**config.mk**
```make
export PLATFORM = sky130hd
export DESIGN_NAME = mem_arbiter
export DESIGN_NICKNAME = d
export VERILOG_FILES = /design/src/rtl/mem_arb_pkg.sv /design/src/rtl/mem_arb_rr.sv /design/src/rtl/mem_arbiter.sv
export SDC_FILE = /design/constraint.sdc
export NUM_CORES = 1
export LEC_CHECK = 0
export ABC_AREA = 1
export ABC_CLOCK_PERIOD_IN_PS = 1580
export CORE_ASPECT_RATIO = 0.9
export CORE_MARGIN = 2
export CORE_UTILIZATION = 40
export DETAILED_ROUTE_END_ITERATION = 8
export PLACE_DENSITY = 0.77
export SLEW_MARGIN = 15
export SYNTH_ARGS = -nofsm -noshare
export SYNTH_HDL_FRONTEND = slang
export SYNTH_SLANG_ARGS = --single-unit
```
**constraint.sdc**
```tcl
create_clock -name clk -period 1.58 [get_ports clk]
set_clock_uncertainty 0.15 [all_clocks]
set_input_delay 0.316 -clock clk [delete_from_list [all_inputs] [get_ports clk]]
set_output_delay 0.316 -clock clk [all_outputs]
set_load 0.02 [all_outputs]
```
**src/rtl/mem_arb_pkg.sv**
```systemverilog
// Shared types and defaults for the two-port memory arbiter (mem_arbiter).
package mem_arb_pkg;

    typedef enum logic [1:0] {
        IDLE,
        ISSUE,
        WAIT,
        RESP
    } state_e;

    typedef enum logic {
        PORT_A,
        PORT_B
    } port_id_e;

    localparam int unsigned DEFAULT_TIMEOUT = 16;

endpackage

```
**src/rtl/mem_arb_rr.sv**
```systemverilog
// Two-way round-robin picker: a lone requester always wins, ties go to the
// port that was not granted last.
module mem_arb_rr
    import mem_arb_pkg::*;
(
    input  logic     req_a,
    input  logic     req_b,
    input  port_id_e last_grant,
    output port_id_e grant
);

    always_comb begin
        grant = PORT_A;
        if (req_a && req_b) begin
            grant = (last_grant == PORT_A) ? PORT_B : PORT_A;
        end else if (req_b) begin
            grant = PORT_B;
        end
    end

endmodule

```
**src/rtl/mem_arbiter.sv**
```systemverilog
// Two-requester arbiter/sequencer in front of a single-ported memory.
// Optional response watchdog enabled by defining MEM_ARB_TIMEOUT_EN.
module mem_arbiter
    import mem_arb_pkg::*;
#(
    parameter int unsigned ADDR_WIDTH = 8,
    parameter int unsigned DATA_WIDTH = 32,
    parameter int unsigned MEM_SIZE   = 16,
    parameter int unsigned TIMEOUT    = DEFAULT_TIMEOUT
) (
    input  logic                  clk,
    input  logic                  reset,
    input  logic                  a_req,
    input  logic                  a_wr,
    input  logic [ADDR_WIDTH-1:0] a_addr,
    input  logic [DATA_WIDTH-1:0] a_wdata,
    output logic                  a_ack,
    output logic                  a_err,
    output logic [DATA_WIDTH-1:0] a_rdata,
    input  logic                  b_req,
    input  logic                  b_wr,
    input  logic [ADDR_WIDTH-1:0] b_addr,
    input  logic [DATA_WIDTH-1:0] b_wdata,
    output logic                  b_ack,
    output logic                  b_err,
    output logic [DATA_WIDTH-1:0] b_rdata,
    output logic                  mem_wr,
    output logic                  mem_rd,
    output logic [ADDR_WIDTH-1:0] mem_addr,
    output logic [DATA_WIDTH-1:0] mem_wdata,
    input  logic [DATA_WIDTH-1:0] mem_rdata,
    input  logic                  mem_rsp
);

    state_e                state_q, state_d;
    port_id_e              last_q, last_d, owner_q, owner_d, grant;
    logic                  wr_q, wr_d, err_q, err_d;
    logic [ADDR_WIDTH-1:0] addr_q, addr_d;
    logic [DATA_WIDTH-1:0] wdata_q, wdata_d, rbuf_q, rbuf_d;
    logic                  mem_wr_q, mem_wr_d, mem_rd_q, mem_rd_d;
    logic                  a_ack_q, a_ack_d, b_ack_q, b_ack_d;
    logic                  a_err_q, a_err_d, b_err_q, b_err_d;
    logic [DATA_WIDTH-1:0] a_rdata_q, a_rdata_d, b_rdata_q, b_rdata_d;

`ifdef MEM_ARB_TIMEOUT_EN
    localparam int unsigned CNT_W = $clog2(TIMEOUT + 1);
    logic [CNT_W-1:0] cnt_q, cnt_d;
`else
    logic unused_timeout;
    assign unused_timeout = |TIMEOUT;
`endif

    mem_arb_rr u_rr (
        .req_a      (a_req),
        .req_b      (b_req),
        .last_grant (last_q),
        .grant      (grant)
    );

    always_comb begin
        state_d   = state_q;
        last_d    = last_q;
        owner_d   = owner_q;
        wr_d      = wr_q;
        addr_d    = addr_q;
        wdata_d   = wdata_q;
        err_d     = err_q;
        rbuf_d    = rbuf_q;
        mem_wr_d  = 1'b0;
        mem_rd_d  = 1'b0;
        a_ack_d   = 1'b0;
        b_ack_d   = 1'b0;
        a_err_d   = 1'b0;
        b_err_d   = 1'b0;
        a_rdata_d = a_rdata_q;
        b_rdata_d = b_rdata_q;
`ifdef MEM_ARB_TIMEOUT_EN
        cnt_d     = cnt_q;
`endif
        unique case (state_q)
            IDLE: begin
                if (a_req || b_req) begin
                    owner_d = grant;
                    last_d  = grant;
                    wr_d    = (grant == PORT_A) ? a_wr    : b_wr;
                    addr_d  = (grant == PORT_A) ? a_addr  : b_addr;
                    wdata_d = (grant == PORT_A) ? a_wdata : b_wdata;
                    err_d   = 1'b0;
                    rbuf_d  = '0;
                    state_d = ISSUE;
                end
            end
            // Range check on the latched address keeps the error ack on the
            // same registered schedule as the strobe (ack two cycles after request).
            ISSUE: begin
                if (32'(addr_q) >= MEM_SIZE) begin
                    err_d   = 1'b1;
                    state_d = RESP;
                end else begin
                    mem_wr_d = wr_q;
                    mem_rd_d = !wr_q;
                    state_d  = WAIT;
`ifdef MEM_ARB_TIMEOUT_EN
                    cnt_d    = '0;
`endif
                end
            end
            WAIT: begin
                if (mem_rsp) begin
                    rbuf_d  = mem_rdata;
                    state_d = RESP;
                end
`ifdef MEM_ARB_TIMEOUT_EN
                else if (cnt_q == CNT_W'(TIMEOUT - 1)) begin
                    err_d   = 1'b1;
                    state_d = RESP;
                end else begin
                    cnt_d = cnt_q + 1'b1;
                end
`endif
            end
            RESP: begin
                state_d = IDLE;
                if (owner_q == PORT_A) begin
                    a_ack_d = 1'b1;
                    a_err_d = err_q;
                    if (!wr_q) a_rdata_d = err_q ? '0 : rbuf_q;
                end else begin
                    b_ack_d = 1'b1;
                    b_err_d = err_q;
                    if (!wr_q) b_rdata_d = err_q ? '0 : rbuf_q;
                end
            end
            default: state_d = IDLE;
        endcase
    end

    always_ff @(posedge clk) begin
        if (!reset) begin
            state_q   <= IDLE;
            last_q    <= PORT_B;
            owner_q   <= PORT_A;
            wr_q      <= 1'b0;
            addr_q    <= '0;
            wdata_q   <= '0;
            err_q     <= 1'b0;
            rbuf_q    <= '0;
            mem_wr_q  <= 1'b0;
            mem_rd_q  <= 1'b0;
            a_ack_q   <= 1'b0;
            b_ack_q   <= 1'b0;
            a_err_q   <= 1'b0;
            b_err_q   <= 1'b0;
            a_rdata_q <= '0;
            b_rdata_q <= '0;
`ifdef MEM_ARB_TIMEOUT_EN
            cnt_q     <= '0;
`endif
        end else begin
            state_q   <= state_d;
            last_q    <= last_d;
            owner_q   <= owner_d;
            wr_q      <= wr_d;
            addr_q    <= addr_d;
            wdata_q   <= wdata_d;
            err_q     <= err_d;
            rbuf_q    <= rbuf_d;
            mem_wr_q  <= mem_wr_d;
            mem_rd_q  <= mem_rd_d;
            a_ack_q   <= a_ack_d;
            b_ack_q   <= b_ack_d;
            a_err_q   <= a_err_d;
            b_err_q   <= b_err_d;
            a_rdata_q <= a_rdata_d;
            b_rdata_q <= b_rdata_d;
`ifdef MEM_ARB_TIMEOUT_EN
            cnt_q     <= cnt_d;
`endif
        end
    end

    assign mem_wr    = mem_wr_q;
    assign mem_rd    = mem_rd_q;
    assign mem_addr  = addr_q;
    assign mem_wdata = wdata_q;
    assign a_ack     = a_ack_q;
    assign a_err     = a_err_q;
    assign a_rdata   = a_rdata_q;
    assign b_ack     = b_ack_q;
    assign b_err     = b_err_q;
    assign b_rdata   = b_rdata_q;

endmodule

```
==> flow_summary.toml <==
[run_status]
outcome = "complete, but fails checks"
failed_checks = "setup timing"

[logic_synthesis]
synth.avg_cell_area_um2 = 7.30
syn_inst = 831
ys_seq_elements = 148
netlist_area_um2 = 6070
yosysWarnings = 0
syn_nets = 955
ys_seq_area_share_pct = 48.8
yosysUniqueCellTypes = 25

[detailed_routing]
wirelength_um = 21200
drtAntennaViolNets = 0
wl_per_cell_um = 16.4
drc = 0
first_pass_iters = 5
vias = 6399
avgViaCountPerCell = 4.96
drtIter0Drc = 440

[placement]
gp_congestion = 0.844
place_inst = 1228
hpwl_um = 12300
io_buffers = 228

[setup_path]
crit_path_start_kind = "flop"
reg2reg_depth = 10
cp.required_ns = 1.72
cp_data_arrival_time_ns = 1.81
path_delay_family = "buffers and inverters"
critPathMostFrequentCell = "buf_6"
crit_slowest_cell = "dfxtp_2"
crit_path_end_kind = "flop"
timing.rr.start = "state_q[1]"
cp_max_fo = 8
r2r_slack_ns = -0.09
cp_cell_sequence = "buf_6, ha_4, clkinv_4, nor2_4, a21oi_4, buf_6, nand2_8, clkbuf_16, nand2_1, a21oi_1"
path_buf_inv = 4
worstReg2RegEnd = "rbuf_q[17]"
cp_num_cells = 10
critPathKind = "reg -> reg"
cpPeakStageDelay_ns = 0.33

[floorplanning]
die_width_um = 134
initial_core_util_pct = 41.1
rows = 42
fp.coreArea_um2 = 14800
die-area_um2 = 16200
die_h_um = 121
io_pins = 229

[sta]
min_period_ns = 1.67
drv_slew = 0
fmax_mhz = 600
finalCritPeriodShare_pct = 106
finalWorstSetupSlack_ns = -0.0871
rsz0062_at_grt = "true"
worstMarginPinSlew_ns = 0.496
setup_viol = 44
slew_headroom_pct = 66.9
finalHoldViolCount = 0
fin_tns_setup_ns = -1.70

[cts]
cts_max_path_buffers = 2
cts_tree = "done"
clock_latency_ns = 0.42
clock-sinks = 148
cts_max_level = 4
clk_pin_slew_worst_paths_ns = 0.06
cts_root_buf = "clkbuf_16"
cts_buffers = 17

[power_and_ir_drop]
power.density_nw_per_um2 = 1530
leakagePower_nw = 4.38
peakVddDrop_mv = 1.12
power_mw = 15.5

[run]
cap_violations = 0

[hold_path]
min_delay_path_depth = 4
hold-path-endpoint = "mem_wdata[17]"
holdCritPathClass = "in -> reg"
hold_start = "reset"

[layout]
nets = 1202
syn2layout_area_growth_pct = 66.7
drive_gt1_share_pct = 20.8
post-route-util_pct = 68.5
finalNonFillerCells = 1289
final_common_cell = "nand2_1"
final_cell_mix = "nand2_1, dfxtp_1, clkdlybuf4s50_1"
n_antenna_cell = 0

[global_route]
grt_start_max_net_pins = 45
grt_usage_pct = 23.5
globalRouteOverflowTotal = 0
grt_pass1_vias = 5911
grt_pass1_wl_um = 30000
antenna_found_initial = 1
[layout make-up]
cell class | count | area [um2]
Fill cell | 1191 | 4650
Inverter | 117 | 474
Multi-Input combinational cell | 507 | 2790
Tap cell | 198 | 248
Clock buffer | 22 | 464
Sequential cell | 148 | 2970
Clock inverter | 10 | 106
Timing Repair Buffer | 287 | 3070
[metrics by stage]
stage               hold slack (ns)  instance area (um2)  setup slack (ns)
finish                        0.189                10100           -0.0871
global route                  0.199                10100            -0.136
CTS                           0.177                 9320           -0.0379
detailed placement            0.301                 8690            -0.319
global placement              0.297                 8690            -0.296
floorplan                     0.273                 6090           -0.0215
[synth_stat cells, drive strengths merged]
cell | n | area, um2
a21oi | 142 | 726
buf | 34 | 218
clkbuf | 25 | 97.6
clkinv | 1 | 5.00
dfxtp | 148 | 2960
ha | 5 | 62.6
inv | 116 | 435
nand2 | 183 | 694
nand3 | 34 | 170
nand4 | 1 | 6.26
nor2 | 32 | 133
nor3 | 2 | 10.0
nor3b | 1 | 7.51
nor4 | 2 | 12.5
o21ai | 105 | 526
[logic make-up after synthesis]
group | synth area share (%)
AO/OA/AOI/OAI | 20.6
adder cells (fa/ha/maj) | 1.03
buffers and inverters | 12.5
flip-flops | 48.8
AND/OR/NAND/NOR | 17.0
[tightest hold or removal path, cell delays in order]
cell     delay, ns
buf_2         0.13
buf_4         0.15
o21ai_0       0.07
a21oi_1       0.04
[where the power goes]
part | switching, mW | internal, mW | leakage, nW
Sequential | 0.391 | 4.37 | 1.21
Combinational | 3.74 | 3.05 | 2.89
Clock | 1.56 | 2.39 | 0.283
Total | 5.70 | 9.81 | 4.38
[worst max-delay path by stage]
stage | from | to | slack [ns]
2_1_floorplan | state_q[0] | rbuf_q[10] | -0.02
3_3_place_gp | a_req | mem_wdata[7] | -0.30
3_5_place_dp | a_req | mem_wdata[23] | -0.32
4_1_cts | state_q[0] | rbuf_q[7] | -0.04
5_1_grt | state_q[1] | rbuf_q[17] | -0.14
6_report | state_q[1] | rbuf_q[17] | -0.09
[routing by layer]
layer  routed length (um)  share of wire (%)  global-route usage, %
met2                10100                 48                   37.6
met1                 9230                 44                   30.0
met5                   12              0.057                      0
met3                 1280                6.0                   5.95
met4                  588                2.8                   10.0
[flip-flops by register name (all words and copies together), names as in the netlist]
register,cells
a_err,1
b_rdata,32
wr_q,1
mem_addr,8
rbuf_q,32
owner_q,1
a_ack,1
state_q,2
b_err,1
mem_wr,1
mem_wdata,32
last_q,1
mem_rd,1
a_rdata,32
b_ack,1
err_q,1
[timing repair]
item | in CTS | in global routing
setup endpoints to repair | 179 | 223
resized for setup | 148 | 243
pin swaps | 4 | 19
cloned | 3 | 18
buffers inserted | 4 | 4
hold buffers | 0 | 0
(Power assumes the default switching activity.)
